File: src/rtl/aes_trace_sequencer.sv
// aes_trace_sequencer: steps an AES core through a run of capture traces.
// Optional fixed-vs-random plaintext mode: define AES_TRACE_FVR_EN.
module aes_trace_sequencer #(
   parameter int NUM_TRACES     = 16,
   parameter int GAP_CYCLES     = 16,
   parameter int TIMEOUT_CYCLES = 1024,
   parameter int IDX_W          = 16
) (
   input  logic             AES_clk,
   input  logic             AES_rst,
   input  logic             start,
   input  logic             abort,
   input  logic [127:0]     key_in,
   input  logic [127:0]     seed_in,
   input  logic [127:0]     fixed_pt_in,
   output logic             AES_en,
   output logic [127:0]     AES_data_in,
   output logic [127:0]     AES_key_in,
   input  logic [127:0]     AES_data_out,
   input  logic             AES_data_out_valid,
   output logic             trace_trig,
   output logic [IDX_W-1:0] trace_idx,
   output logic [127:0]     cap_data,
   output logic             cap_valid,
   output logic             cap_class,
   output logic             busy,
   output logic             done,
   output logic             timeout_err
);

   localparam int TMO_W = $clog2(TIMEOUT_CYCLES + 1);
   localparam int GAP_W = $clog2(GAP_CYCLES + 1);

   localparam logic [TMO_W-1:0] TMO_LAST =
      TMO_W'(TIMEOUT_CYCLES - 1);
   localparam logic [GAP_W-1:0] GAP_LAST =
      GAP_W'(GAP_CYCLES - 1);
   localparam logic [IDX_W-1:0] IDX_LAST =
      IDX_W'(NUM_TRACES - 1);

   typedef enum logic [2:0] {
      IDLE,
      LOAD,
      RUN,
      GAP,
      DONE
   } state_t;

   state_t           state;
   logic [127:0]     lfsr;
   logic [127:0]     lfsr_step;
   logic [127:0]     seed_eff;
   logic [TMO_W-1:0] tmo_cnt;
   logic [GAP_W-1:0] gap_cnt;
   logic [IDX_W-1:0] idx_next;
   logic             run_end;

   assign lfsr_step = {lfsr[126:0],
                       lfsr[127] ^ lfsr[125] ^
                       lfsr[100] ^ lfsr[98]};

   // an all-zero seed would lock the LFSR, so it is replaced by 1
   assign seed_eff = (seed_in == '0) ? 128'h1 : seed_in;
   assign idx_next = trace_idx + IDX_W'(1);

   // a valid response wins over a timeout in the same cycle
   assign run_end  = AES_data_out_valid || (tmo_cnt == TMO_LAST);

`ifndef AES_TRACE_FVR_EN
   logic unused_fixed;
   assign unused_fixed = ^fixed_pt_in;
`endif

   // sequencer FSM; every output is a flop updated with the state
   always_ff @(posedge AES_clk or posedge AES_rst) begin
      if (AES_rst) begin
         state       <= IDLE;
         lfsr        <= 128'h1;
         tmo_cnt     <= '0;
         gap_cnt     <= '0;
         AES_en      <= 1'b0;
         AES_data_in <= '0;
         AES_key_in  <= '0;
         trace_trig  <= 1'b0;
         trace_idx   <= '0;
         cap_data    <= '0;
         cap_valid   <= 1'b0;
         cap_class   <= 1'b0;
         busy        <= 1'b0;
         done        <= 1'b0;
         timeout_err <= 1'b0;
      end else begin
         cap_valid <= 1'b0;
         done      <= 1'b0;
         if (abort) begin
            state       <= IDLE;
            AES_en      <= 1'b0;
            trace_trig  <= 1'b0;
            AES_data_in <= '0;
            busy        <= 1'b0;
         end else begin
            unique case (state)
               IDLE: begin
                  if (start) begin
                     state       <= LOAD;
                     busy        <= 1'b1;
                     trace_idx   <= '0;
                     timeout_err <= 1'b0;
                  end
               end
               LOAD: begin
                  state      <= RUN;
                  AES_key_in <= key_in;
                  lfsr       <= seed_eff;
                  AES_en     <= 1'b1;
                  trace_trig <= 1'b1;
                  tmo_cnt    <= '0;
`ifdef AES_TRACE_FVR_EN
                  AES_data_in <= fixed_pt_in;
                  cap_class   <= 1'b1;
`else
                  AES_data_in <= seed_eff;
`endif
               end
               RUN: begin
                  if (run_end) begin
                     state       <= GAP;
                     AES_en      <= 1'b0;
                     trace_trig  <= 1'b0;
                     AES_data_in <= '0;
                     gap_cnt     <= '0;
                     if (AES_data_out_valid) begin
                        cap_data  <= AES_data_out;
                        cap_valid <= 1'b1;
                     end else begin
                        timeout_err <= 1'b1;
                     end
                  end else begin
                     tmo_cnt <= tmo_cnt + TMO_W'(1);
                  end
               end
               GAP: begin
                  if (gap_cnt != GAP_LAST) begin
                     gap_cnt <= gap_cnt + GAP_W'(1);
                  end else if (trace_idx == IDX_LAST) begin
                     state <= DONE;
                     done  <= 1'b1;
                     busy  <= 1'b0;
                  end else begin
                     state      <= RUN;
                     trace_idx  <= idx_next;
                     AES_en     <= 1'b1;
                     trace_trig <= 1'b1;
                     tmo_cnt    <= '0;
`ifdef AES_TRACE_FVR_EN
                     // odd traces are random; the first keeps the seed
                     if (idx_next[0]) begin
                        cap_class <= 1'b0;
                        if (idx_next == IDX_W'(1)) begin
                           AES_data_in <= lfsr;
                        end else begin
                           lfsr        <= lfsr_step;
                           AES_data_in <= lfsr_step;
                        end
                     end else begin
                        cap_class   <= 1'b1;
                        AES_data_in <= fixed_pt_in;
                     end
`else
                     lfsr        <= lfsr_step;
                     AES_data_in <= lfsr_step;
`endif
                  end
               end
               DONE: begin
                  state <= IDLE;
               end
               default: begin
                  state <= IDLE;
               end
            endcase
         end
      end
   end

endmodule

File: config.mk
export PLATFORM = sky130hd
export DESIGN_NAME = aes_trace_sequencer
export DESIGN_NICKNAME = d
export VERILOG_FILES = /design/src/rtl/aes_trace_sequencer.sv
export SDC_FILE = /design/constraint.sdc
export NUM_CORES = 1
export LEC_CHECK = 0
export ABC_AREA = 0
export BUFFER_PORTS_ARGS = -buffer_cell sky130_fd_sc_hd__buf_2
export CAP_MARGIN = 20
export CORE_AREA = 2 2 361 363
export DETAILED_ROUTE_END_ITERATION = 12
export DIE_AREA = 0 0 363 365
export GPL_TIMING_DRIVEN = 0
export MAX_ROUTING_LAYER = met4
export PLACE_DENSITY = 0.34
export SLEW_MARGIN = 20
export SYNTH_ARGS = -nofsm -noshare
export SYNTH_HDL_FRONTEND = slang
export SYNTH_SLANG_ARGS = --single-unit
File: constraint.sdc
create_clock -name AES_clk -period 17.9 [get_ports AES_clk]
set_clock_uncertainty 0.15 [all_clocks]
set_input_delay 0.895 -clock AES_clk [delete_from_list [all_inputs] [get_ports AES_clk]]
set_output_delay 0.895 -clock AES_clk [all_outputs]
set_load 0.005 [all_outputs]
Word level (Yosys, flattened, before mapping). Cells that the tools add are included.

Add/sub/neg operators: 3. $mul: 0. Divide/modulo/power cells: 0. Order comparisons: 0. Equality and inequality tests: 18. Shifts and indexed selects: 0. Multiplexer cells: 46. Bitwise gates (word level): 4. Reductions and logical operators: 20.

Operators with widths (number): two-way mux 128 bit (5); one-hot mux 128 bit (3 select lines) (1); one-hot mux 128 bit (2 select lines) (1); zero test 128 bit (1); two-way mux 16 bit (3); two-way mux 11 bit (3); one-hot mux 11 bit (3 select lines) (1); one-hot mux 16 bit (2 select lines) (1); AND reduction 4 bit (5); two-way mux 1 bit (19); adder 16 x 1 -> 16 bit (second input constant) (1); == test 16 x 4 -> 1 bit (second input constant) (1); two-way mux 3 bit (5); != test 3 bit (second input constant) (5); AND reduction 5 bit (3); != test 2 bit (second input constant) (7); one-hot mux 3 bit (4 select lines) (1); adder 11 x 1 -> 11 bit (second input constant) (1); == test 11 x 10 -> 1 bit (second input constant) (1); two-way mux 5 bit (2); one-hot mux 5 bit (2 select lines) (1); nonzero test 2 bit (4); == test 3 x 2 -> 1 bit (second input constant) (2); nonzero test 3 bit (2); other kinds (12) (15).

Flip-flop bits (word level): 552. Latch bits: 0. Bits in writable memories: 0. ROM bits: 0. Output and inout bits: 407. Logic and storage cells: 104. Memories kept: 0.

Depth between registers and ports, before layout. Gate-level depths: netlist (run 1).

Depth after elaboration: 7. Gate-level depth with buffers: 10. Gate-level depth less buffers: 8.

Worst setup path after synthesis (run 1). Ideal clock, no wire load.

Path kind: in2reg. Start: in abort. End: reg AES_key_in[0]. Setup time: 0.125 ns. Arrival time: 2.343 ns. Setup slack: 15.282 ns. Stages: 5. Buffers on the path: 3. Cells stage by stage: clkbuf_1 -> nor4b_1 -> buf_2 -> buf_2 -> mux2_2.

Longest elaborated chain between the ends: 2.

Ends and longest elaborated chain: start: declaration (line 12) `input logic abort,`; inverter 1 bit (no source line); AND reduction 2 bit (no source line); end signal: assignment (line 113) `AES_key_in <= key_in;`; end: declaration (line 18) `output logic [127:0] AES_key_in,`.

No other way between the ends. A chain may end at the register's enable or synchronous reset.

Worst setup path after layout (run 1).
Start: reg gap_cnt[0]. End: reg lfsr[48].

Longest elaborated chain between the ends: 3.

Ends and longest elaborated chain: start: declaration (line 54) `logic [GAP_W-1:0] gap_cnt;`; start signal: assignment (line 144) `gap_cnt <= gap_cnt + GAP_W'(1);`; != test 5 x 4 -> 1 bit (line 143) `if (gap_cnt != GAP_LAST) begin`; != test 2 bit (no source line); AND reduction 4 bit (no source line); end signal: assignment (line 170) `lfsr <= lfsr_step;`; end: declaration (line 50) `logic [127:0] lfsr;`.

No other way between the ends.

==> impl_metrics.prom, run 1 <==
# TYPE chip_impl_metric gauge
chip_impl_info{name="outcome",value="complete, no violations"} 1
chip_impl_metric{name="grt-ovfl-total",unit=""} 0
chip_impl_info{name="critPathLaunchType",value="register"} 1
chip_impl_metric{name="fin_crit",unit="ns"} 3.891
chip_impl_metric{name="core_region_area",unit="mm2"} 0.1287
chip_impl_metric{name="boundary_pin_count",unit=""} 924
chip_impl_metric{name="maxClockFrequency",unit="MHz"} 257.0
chip_impl_metric{name="postSynthAreaPerCell",unit="um2"} 12.03
chip_impl_metric{name="initial_core_util",unit="%"} 18.14
chip_impl_metric{name="critPathMaxFanout",unit=""} 10
chip_impl_info{name="synth_ff_type",value="sky130_fd_sc_hd__dfrtp_1"} 1
chip_impl_metric{name="setup_violations",unit=""} 0
chip_impl_metric{name="first_pass_grt_wire_length",unit="um"} 152400
chip_impl_info{name="cpMaxStageDelayCell",value="sky130_fd_sc_hd__o21bai_2"} 1
chip_impl_info{name="ys_top_cells_by_area",value="sky130_fd_sc_hd__dfrtp_1 59%, sky130_fd_sc_hd__mux2_2 12%, sky130_fd_sc_hd__a21oi_1 3.0%"} 1
chip_impl_metric{name="seqPwrFrac",unit="%"} 41.3
chip_impl_metric{name="crit_path_max_incr_delay",unit="ns"} 0.76
chip_impl_info{name="post-synth-top-count-cell",value="sky130_fd_sc_hd__dfrtp_1"} 1
chip_impl_metric{name="drt_first_iter_violations",unit=""} 1132
chip_impl_metric{name="maximum_number_of_pins_on_one_net_before_global_route_repair",unit=""} 93
chip_impl_metric{name="yosys.cell_types.count",unit=""} 59
chip_impl_metric{name="gp_congestion",unit=""} 0.7638
chip_impl_metric{name="detailedRoute.firstPassIterationCount",unit=""} 5
chip_impl_metric{name="placement.io_buffers",unit=""} 793
chip_impl_metric{name="p_clk_share",unit="%"} 36.2
chip_impl_metric{name="synth_enable_flop_cells",unit=""} 0
chip_impl_metric{name="combPwrFrac",unit="%"} 22.6
chip_impl_metric{name="timing_worst_slew_pin_value",unit="ns"} 1.178
chip_impl_info{name="worstSetupPathType",value="reg -> reg"} 1
chip_impl_info{name="cp-end-kind",value="register"} 1
chip_impl_metric{name="post_cts_resized",unit=""} 0
chip_impl_metric{name="synth.ff_latch_count",unit=""} 552
chip_impl_metric{name="worst_setup_hold_path_clk_slew",unit="ns"} 0.06
chip_impl_metric{name="ant_nets",unit=""} 0
chip_impl_metric{name="area.growth.synth_to_final",unit="%"} 38.01
chip_impl_metric{name="finish.net_count",unit=""} 3344
chip_impl_metric{name="cts_hold_repair.buffers",unit=""} 0
chip_impl_info{name="cts_tree",value="built"} 1
chip_impl_metric{name="detailroute.via_count",unit=""} 19303
chip_impl_info{name="timing.critical_path.cells",value="ha_1, and3_1, ha_1, nand2_1, o31ai_4, o21bai_2, buf_2, clkbuf_1, o21ai_0"} 1
chip_impl_metric{name="switching_share",unit="%"} 30.62
chip_impl_metric{name="count_of_buffers_added_by_post_cts_timing_repair_for_setup",unit=""} 0
chip_impl_metric{name="r2r.worst_path.cells",unit=""} 9
chip_impl_metric{name="async_reset_ff_share",unit="%"} 100.0
chip_impl_metric{name="total_switching_power",unit="mW"} 1.307
chip_impl_metric{name="final-instance-count-excl-fill",unit=""} 4574
chip_impl_metric{name="cts.path.max_buffers",unit=""} 3
chip_impl_metric{name="first_global_vias",unit=""} 19660
chip_impl_info{name="critical_path.most_common_cell",value="sky130_fd_sc_hd__ha_1"} 1
chip_impl_metric{name="cts_htree_levels",unit=""} 3
chip_impl_metric{name="max_cap_viol_count",unit=""} 0
chip_impl_metric{name="dieArea",unit="mm2"} 0.1325
chip_impl_metric{name="synthesis.yosys.warnings",unit=""} 1
chip_impl_metric{name="total_power",unit="mW"} 4.268
chip_impl_metric{name="timing_max_transition_violations_final",unit=""} 0
chip_impl_metric{name="syn-num-nets",unit=""} 2462
chip_impl_info{name="min-delay-path-class",value="in -> async"} 1
chip_impl_metric{name="grt_util_all_layers",unit="%"} 16.53
chip_impl_metric{name="netlist.area_leader.share",unit="%"} 59.07
chip_impl_metric{name="hold_viol",unit=""} 0
chip_impl_metric{name="antenna_found_initial",unit=""} 35
chip_impl_info{name="cell_accounting_for_the_most_synthesized_area",value="sky130_fd_sc_hd__dfrtp_1"} 1
chip_impl_info{name="rsz0062_at_grt",value="false"} 1
chip_impl_metric{name="detailedPlacementHpwl",unit="um"} 85660
chip_impl_metric{name="drive_gt1_share",unit="%"} 45.66
chip_impl_metric{name="clock_sinks",unit=""} 552
chip_impl_metric{name="width_of_the_die",unit="um"} 363
chip_impl_metric{name="vdd_ir_drop_max",unit="mV"} 0.05873
chip_impl_metric{name="internal-power",unit="mW"} 2.961
chip_impl_metric{name="layout_setup_ws",unit="ns"} 14.01
chip_impl_metric{name="clk_latency",unit="ns"} 0.65
chip_impl_metric{name="post_synth_inst_count",unit=""} 1941
chip_impl_metric{name="finalSetupTns",unit="ns"} 0
chip_impl_metric{name="p_leak",unit="nW"} 15.11
chip_impl_metric{name="die_y",unit="um"} 365
chip_impl_metric{name="wirelength",unit="um"} 110400
chip_impl_metric{name="synth_area",unit="mm2"} 0.02334
chip_impl_metric{name="detail_route.wl_per_cell",unit="um"} 24.13
chip_impl_metric{name="worstPathArrival",unit="ns"} 4.25
chip_impl_metric{name="remaining_drc_errors",unit=""} 0
chip_impl_info{name="cts.root.buffer_cell",value="sky130_fd_sc_hd__clkbuf_16"} 1
chip_impl_metric{name="timing.max_slew.rel_slack",unit="%"} 20.76
chip_impl_metric{name="cts_inserted_buffers",unit=""} 77
chip_impl_metric{name="post-route-period-util",unit="%"} 21.74
chip_impl_metric{name="dp_worst_setup_slack",unit="ns"} 13.96
chip_impl_metric{name="required_time_worst_endpoint",unit="ns"} 18.26
chip_impl_metric{name="dp_cells",unit=""} 4419
chip_impl_metric{name="via_density_per_instance",unit=""} 4.220
chip_impl_metric{name="rows",unit=""} 132
chip_impl_metric{name="seq_area_frac_synth",unit="%"} 59.18
chip_impl_info{name="list_of_most_frequent_post_synthesis_cells",value="551 x sky130_fd_sc_hd__dfrtp_1, 257 x sky130_fd_sc_hd__mux2_2, 142 x sky130_fd_sc_hd__a21oi_1"} 1
chip_impl_metric{name="power.density",unit="mW/mm2"} 132.5
## worst paths after layout
kind | startpoint | to | slack [ns]
setup reg to reg | gap_cnt[0] | lfsr[48] | 14.01
hold / removal | AES_rst | AES_key_in[48] | 0.21
hold reg to reg | lfsr[108] | lfsr[108] | 0.32
max in group asynchronous | AES_rst | AES_data_in[74] | 15.92
min in group AES_clk | key_in[58] | AES_key_in[58] | 0.31
setup / recovery | gap_cnt[0] | lfsr[48] | 14.01
## layer usage
layer | vias up | part of all wire, % | global-route usage [%]
met2 | 564 | 46 | 24.69
met4 | 0 | 2.0 | 4.084
met3 | 122 | 6.2 | 4.429
met5 | - | 0 | -
li1 | 8886 | - | -
met1 | 9731 | 46 | 22.12
## registers in the layout, indices dropped and copies added (netlist names), 3 cells and up
| signal | cells |
|---|---|
| gap_cnt | 5 |
| cap_data | 128 |
| trace_idx | 16 |
| lfsr | 128 |
| tmo_cnt | 11 |
| state | 3 |
| AES_key_in | 128 |
| AES_data_in | 128 |
## layout make-up
cell class	instances	area (um2)
repair buffers	803	4165
plain buffers	158	794.5
fillers	13921	96440
diodes	19	47.55
flip-flops and latches	552	13810
clock buffers	118	2302
clock inverters	18	220.2
inverters	6	30.03
well taps	1675	2096
multi-input cells	1225	8746
## power groups by stage
stage                     clock network [mW]  registers (mW)  logic (mW)
after floorplan                            0            1.78       0.431
final                                   1.54            1.76       0.964
after CTS                               1.60            1.76       0.992
after global placement                     0            1.78       0.983
after global routing                    1.65            1.80        1.06
after detailed placement                   0            1.78       0.988
## per-stage QoR
stage,hold WS (ns),utilization (%),instance area [um2]
3_3_place_gp,0.3043,22.86,29410
3_5_place_dp,0.3127,23.04,29650
4_1_cts,0.1681,25.00,32170
6_report,0.2103,25.04,32220
2_1_floorplan,0.2895,-,23340
5_1_grt,0.2300,25.03,32210
## kinds of logic (layout without fill, tap and decap cells)
| family | count (synthesis) | count (layout) | synth area share [%] |
|---|---|---|---|
| other | 1 | 20 | 0.01606 |
| xor gates and xnor gates | 6 | 6 | 0.2251 |
| DFF | 552 | 552 | 59.18 |
| buffers and inverters | 164 | 1103 | 3.484 |
| and+or+nand+nor | 505 | 505 | 11.18 |
| AOI/OAI and AO/OA | 428 | 428 | 12.28 |
| muxes | 281 | 281 | 13.43 |
| adders and majority gates | 4 | 4 | 0.2144 |
## worst max-delay path, delay by kind of cell (launching register included)
family,cells,cell delay [ns]
buffers and inverters,2,0.96
adder cells (fa/ha/maj),2,0.45
flip-flops,1,0.41
AND/OR/NAND/NOR,2,0.56
AO/OA/AOI/OAI,3,1.20
## layout by cell type (no fill, tap or decap), drive strengths merged, types with 16 or more instances in the layout
cell,netlist,routed
diode,0,19
clkbuf,83,201
nor4,44,44
nand4,16,16
o21ai,123,123
dfrtp,551,551
o2bb2ai,23,23
buf,75,878
nor3,115,115
nand2,133,133
a21oi,142,142
nor2,40,40
mux2,257,257
and3,110,110
a211oi,105,105
mux2i,24,24
(Power assumes the default switching activity.)
==> run 2: changes to the inputs <==
PLACE_DENSITY = 0.35   (was 0.34)
clock period = 3.3 ns   (was 17.9 ns; I/O delays follow)
==> impl_metrics.prom, run 2 (synthesis gave the netlist of run 1 again) <==
# TYPE chip_impl_metric gauge
chip_impl_metric{name="finalSetupTns",unit="ns"} 0
chip_impl_metric{name="fin_crit",unit="ns"} 3.143
chip_impl_metric{name="timing_worst_slew_pin_value",unit="ns"} 0.9653
chip_impl_metric{name="cts_inserted_buffers",unit=""} 76
chip_impl_metric{name="core_region_area",unit="mm2"} 0.1287
chip_impl_info{name="min-delay-path-class",value="in -> reg"} 1
chip_impl_metric{name="maximum_number_of_pins_on_one_net_before_global_route_repair",unit=""} 31
chip_impl_metric{name="internal-power",unit="mW"} 16.48
chip_impl_metric{name="maxClockFrequency",unit="MHz"} 318.2
chip_impl_info{name="cp-end-kind",value="register"} 1
chip_impl_metric{name="detailroute.via_count",unit=""} 20937
chip_impl_metric{name="initial_core_util",unit="%"} 18.14
chip_impl_metric{name="vdd_ir_drop_max",unit="mV"} 0.3790
chip_impl_metric{name="layout_setup_ws",unit="ns"} 0.1573
chip_impl_metric{name="cts.path.max_buffers",unit=""} 3
chip_impl_info{name="top_library_cells_by_usage_in_the_layout_fill_and_taps_aside",value="839 x sky130_fd_sc_hd__buf_2, 551 x sky130_fd_sc_hd__dfrtp_1, 388 x sky130_fd_sc_hd__dlygate4sd3_1, 257 x sky130_fd_sc_hd__mux2_2, 141 x sky130_fd_sc_hd__a21oi_1"} 1
chip_impl_info{name="final_common_cell",value="sky130_fd_sc_hd__buf_2"} 1
chip_impl_metric{name="antenna_found_initial",unit=""} 29
chip_impl_info{name="cts_tree",value="built"} 1
chip_impl_metric{name="layout.filler_cells",unit=""} 13654
chip_impl_metric{name="remaining_drc_errors",unit=""} 0
chip_impl_metric{name="setup_violations",unit=""} 0
chip_impl_metric{name="ant_nets",unit=""} 0
chip_impl_metric{name="boundary_pin_count",unit=""} 924
chip_impl_metric{name="detail_route.wl_per_cell",unit="um"} 22.38
chip_impl_metric{name="rows",unit=""} 132
chip_impl_metric{name="detailedPlacementHpwl",unit="um"} 86230
chip_impl_metric{name="die_y",unit="um"} 365
chip_impl_metric{name="combPwrFrac",unit="%"} 23.9
chip_impl_metric{name="switching_share",unit="%"} 30.35
chip_impl_metric{name="dieArea",unit="mm2"} 0.1325
chip_impl_metric{name="via_density_per_instance",unit=""} 4.202
chip_impl_metric{name="placement.io_buffers",unit=""} 793
chip_impl_metric{name="design_area",unit="mm2"} 0.03646
chip_impl_metric{name="hold_viol",unit=""} 0
chip_impl_metric{name="seqPwrFrac",unit="%"} 40.3
chip_impl_info{name="critPathLaunchType",value="register"} 1
chip_impl_metric{name="p_leak",unit="nW"} 16.90
chip_impl_metric{name="gp_congestion",unit=""} 0.7836
chip_impl_metric{name="width_of_the_die",unit="um"} 363
chip_impl_metric{name="drt_first_iter_violations",unit=""} 1117
chip_impl_info{name="cts.root.buffer_cell",value="sky130_fd_sc_hd__clkbuf_16"} 1
chip_impl_metric{name="detailedRoute.firstPassIterationCount",unit=""} 5
chip_impl_info{name="outcome",value="complete, no violations"} 1
chip_impl_metric{name="post-route-period-util",unit="%"} 95.23
chip_impl_metric{name="placement.cell_area",unit="mm2"} 0.02990
chip_impl_metric{name="required_time_worst_endpoint",unit="ns"} 3.68
chip_impl_metric{name="finish.net_count",unit=""} 3748
chip_impl_metric{name="clock_sinks",unit=""} 552
chip_impl_metric{name="worstPathArrival",unit="ns"} 3.52
chip_impl_metric{name="worst_setup_hold_path_clk_slew",unit="ns"} 0.06
chip_impl_metric{name="first_global_vias",unit=""} 21519
chip_impl_metric{name="max_cap_viol_count",unit=""} 0
chip_impl_info{name="rsz0062_at_grt",value="true"} 1
chip_impl_metric{name="power.density",unit="mW/mm2"} 648.9
chip_impl_metric{name="timing_max_transition_violations_final",unit=""} 0
chip_impl_metric{name="wirelength",unit="um"} 111500
chip_impl_metric{name="drive_gt1_share",unit="%"} 40.98
chip_impl_metric{name="grt_util_all_layers",unit="%"} 16.73
chip_impl_metric{name="timing.max_slew.rel_slack",unit="%"} 34.80
chip_impl_metric{name="total_power",unit="mW"} 23.66
chip_impl_info{name="worstSetupPathType",value="reg -> reg"} 1
chip_impl_metric{name="p_clk_share",unit="%"} 35.8
chip_impl_metric{name="first_pass_grt_wire_length",unit="um"} 157200
chip_impl_metric{name="total_switching_power",unit="mW"} 7.181
chip_impl_metric{name="grt-ovfl-total",unit=""} 0
chip_impl_metric{name="cts_htree_levels",unit=""} 3
chip_impl_metric{name="critPathMaxFanout",unit=""} 10
chip_impl_metric{name="finalCoreUtilization",unit="%"} 28.34
chip_impl_metric{name="clk_latency",unit="ns"} 0.66
chip_impl_metric{name="dp_worst_setup_slack",unit="ns"} -0.5746
chip_impl_metric{name="area.growth.synth_to_final",unit="%"} 56.18
run 2: cell count changes in the layout (fill, tap and decap cells not counted), moves of 3 or more:
cell / before / now
sky130_fd_sc_hd__clkbuf_2: 3 / 12
sky130_fd_sc_hd__clkinv_8: 5 / 2
sky130_fd_sc_hd__buf_16: 6 / 1
sky130_fd_sc_hd__buf_2: 847 / 839
sky130_fd_sc_hd__buf_4: 5 / 13
sky130_fd_sc_hd__clkbuf_1: 100 / 88
sky130_fd_sc_hd__clkbuf_4: 0 / 4
sky130_fd_sc_hd__diode_2: 19 / 26
sky130_fd_sc_hd__buf_12: 0 / 20
sky130_fd_sc_hd__bufinv_16: 2 / 5
sky130_fd_sc_hd__clkbuf_8: 20 / 15
sky130_fd_sc_hd__dlygate4sd3_1: 0 / 388
run 2: power by group through the flow:
stage / combinational, mW / sequential, mW / clock, mW
after floorplan: 2.34 / 9.68 / 0
after global routing: 6.19 / 9.80 / 9.05
after global placement: 5.30 / 9.66 / 0
final: 5.65 / 9.54 / 8.46
after CTS: 5.80 / 9.55 / 8.80
after detailed placement: 5.37 / 9.65 / 0
run 2: cell type report:
type                    count  area (um2)  share of cell area [%]
diodes                     26       65.06                  0.1785
plain buffers             157       819.5                   2.248
clock buffers             110        2201                   6.037
clock inverters            23       319.1                  0.8751
inverters                   6       26.28                 0.07207
multi-input cells        1225        8785                   24.09
flip-flops and latches    552       13810                   37.89
well taps                1675        2096                   5.748
repair buffers           1209        8333                   22.86
run 2: final timing paths:
check	from	end	slack, ns	cells past startpoint
max in group asynchronous	AES_rst	AES_data_in[119]	0.68	10
worst min-delay path	key_in[54]	AES_key_in[54]	0.12	3
min in group asynchronous	AES_rst	cap_data[82]	0.57	4
worst min register to register	lfsr[110]	lfsr[110]	0.32	2
worst max-delay path	state[1]	cap_data[1]	0.16	9
worst max register to register	state[1]	cap_data[1]	0.16	9
run 2: routing by layer:
layer | wire, um | vias up | track usage, % | part of all wire (%)
met1 | 53040 | 10504 | 23.08 | 48
met5 | 0 | - | - | 0
met2 | 50280 | 594 | 24.73 | 45
met4 | 2465 | 0 | 4.166 | 2.2
met3 | 5724 | 121 | 3.688 | 5.1
li1 | - | 9718 | - | -
run 2: through the flow:
| stage | hold slack, ns | std cells |
|---|---|---|
| 2_1_floorplan | 0.1666 | 1941 |
| 5_1_grt | 0.05809 | 4976 |
| 3_5_place_dp | 0.1053 | 4433 |
| 4_1_cts | 0.03052 | 4958 |
| 6_report | 0.1166 | 4983 |
| 3_3_place_gp | 0.2465 | 4409 |
run 2: worst max-delay path: stages, from the launching register on:
cell	delay, ns
sky130_fd_sc_hd__dfrtp_1	0.48
sky130_fd_sc_hd__nor2b_1	0.17
sky130_fd_sc_hd__buf_4	0.30
sky130_fd_sc_hd__nand2b_1	0.10
sky130_fd_sc_hd__clkbuf_1	0.26
sky130_fd_sc_hd__nor3_4	0.36
sky130_fd_sc_hd__buf_4	0.24
sky130_fd_sc_hd__clkbuf_4	0.29
sky130_fd_sc_hd__buf_4	0.27
sky130_fd_sc_hd__mux2_2	0.36
run 2: what timing repair did:
item | in CTS | in global routing
resized for setup | 14 | 10
setup endpoints to repair | 339 | 80
endpoints found under the hold margin | 642 | 0
pin swaps | 1 | 0
buffers inserted | 4 | 0
gates cloned | 0 | 0
hold buffers | 388 | 0
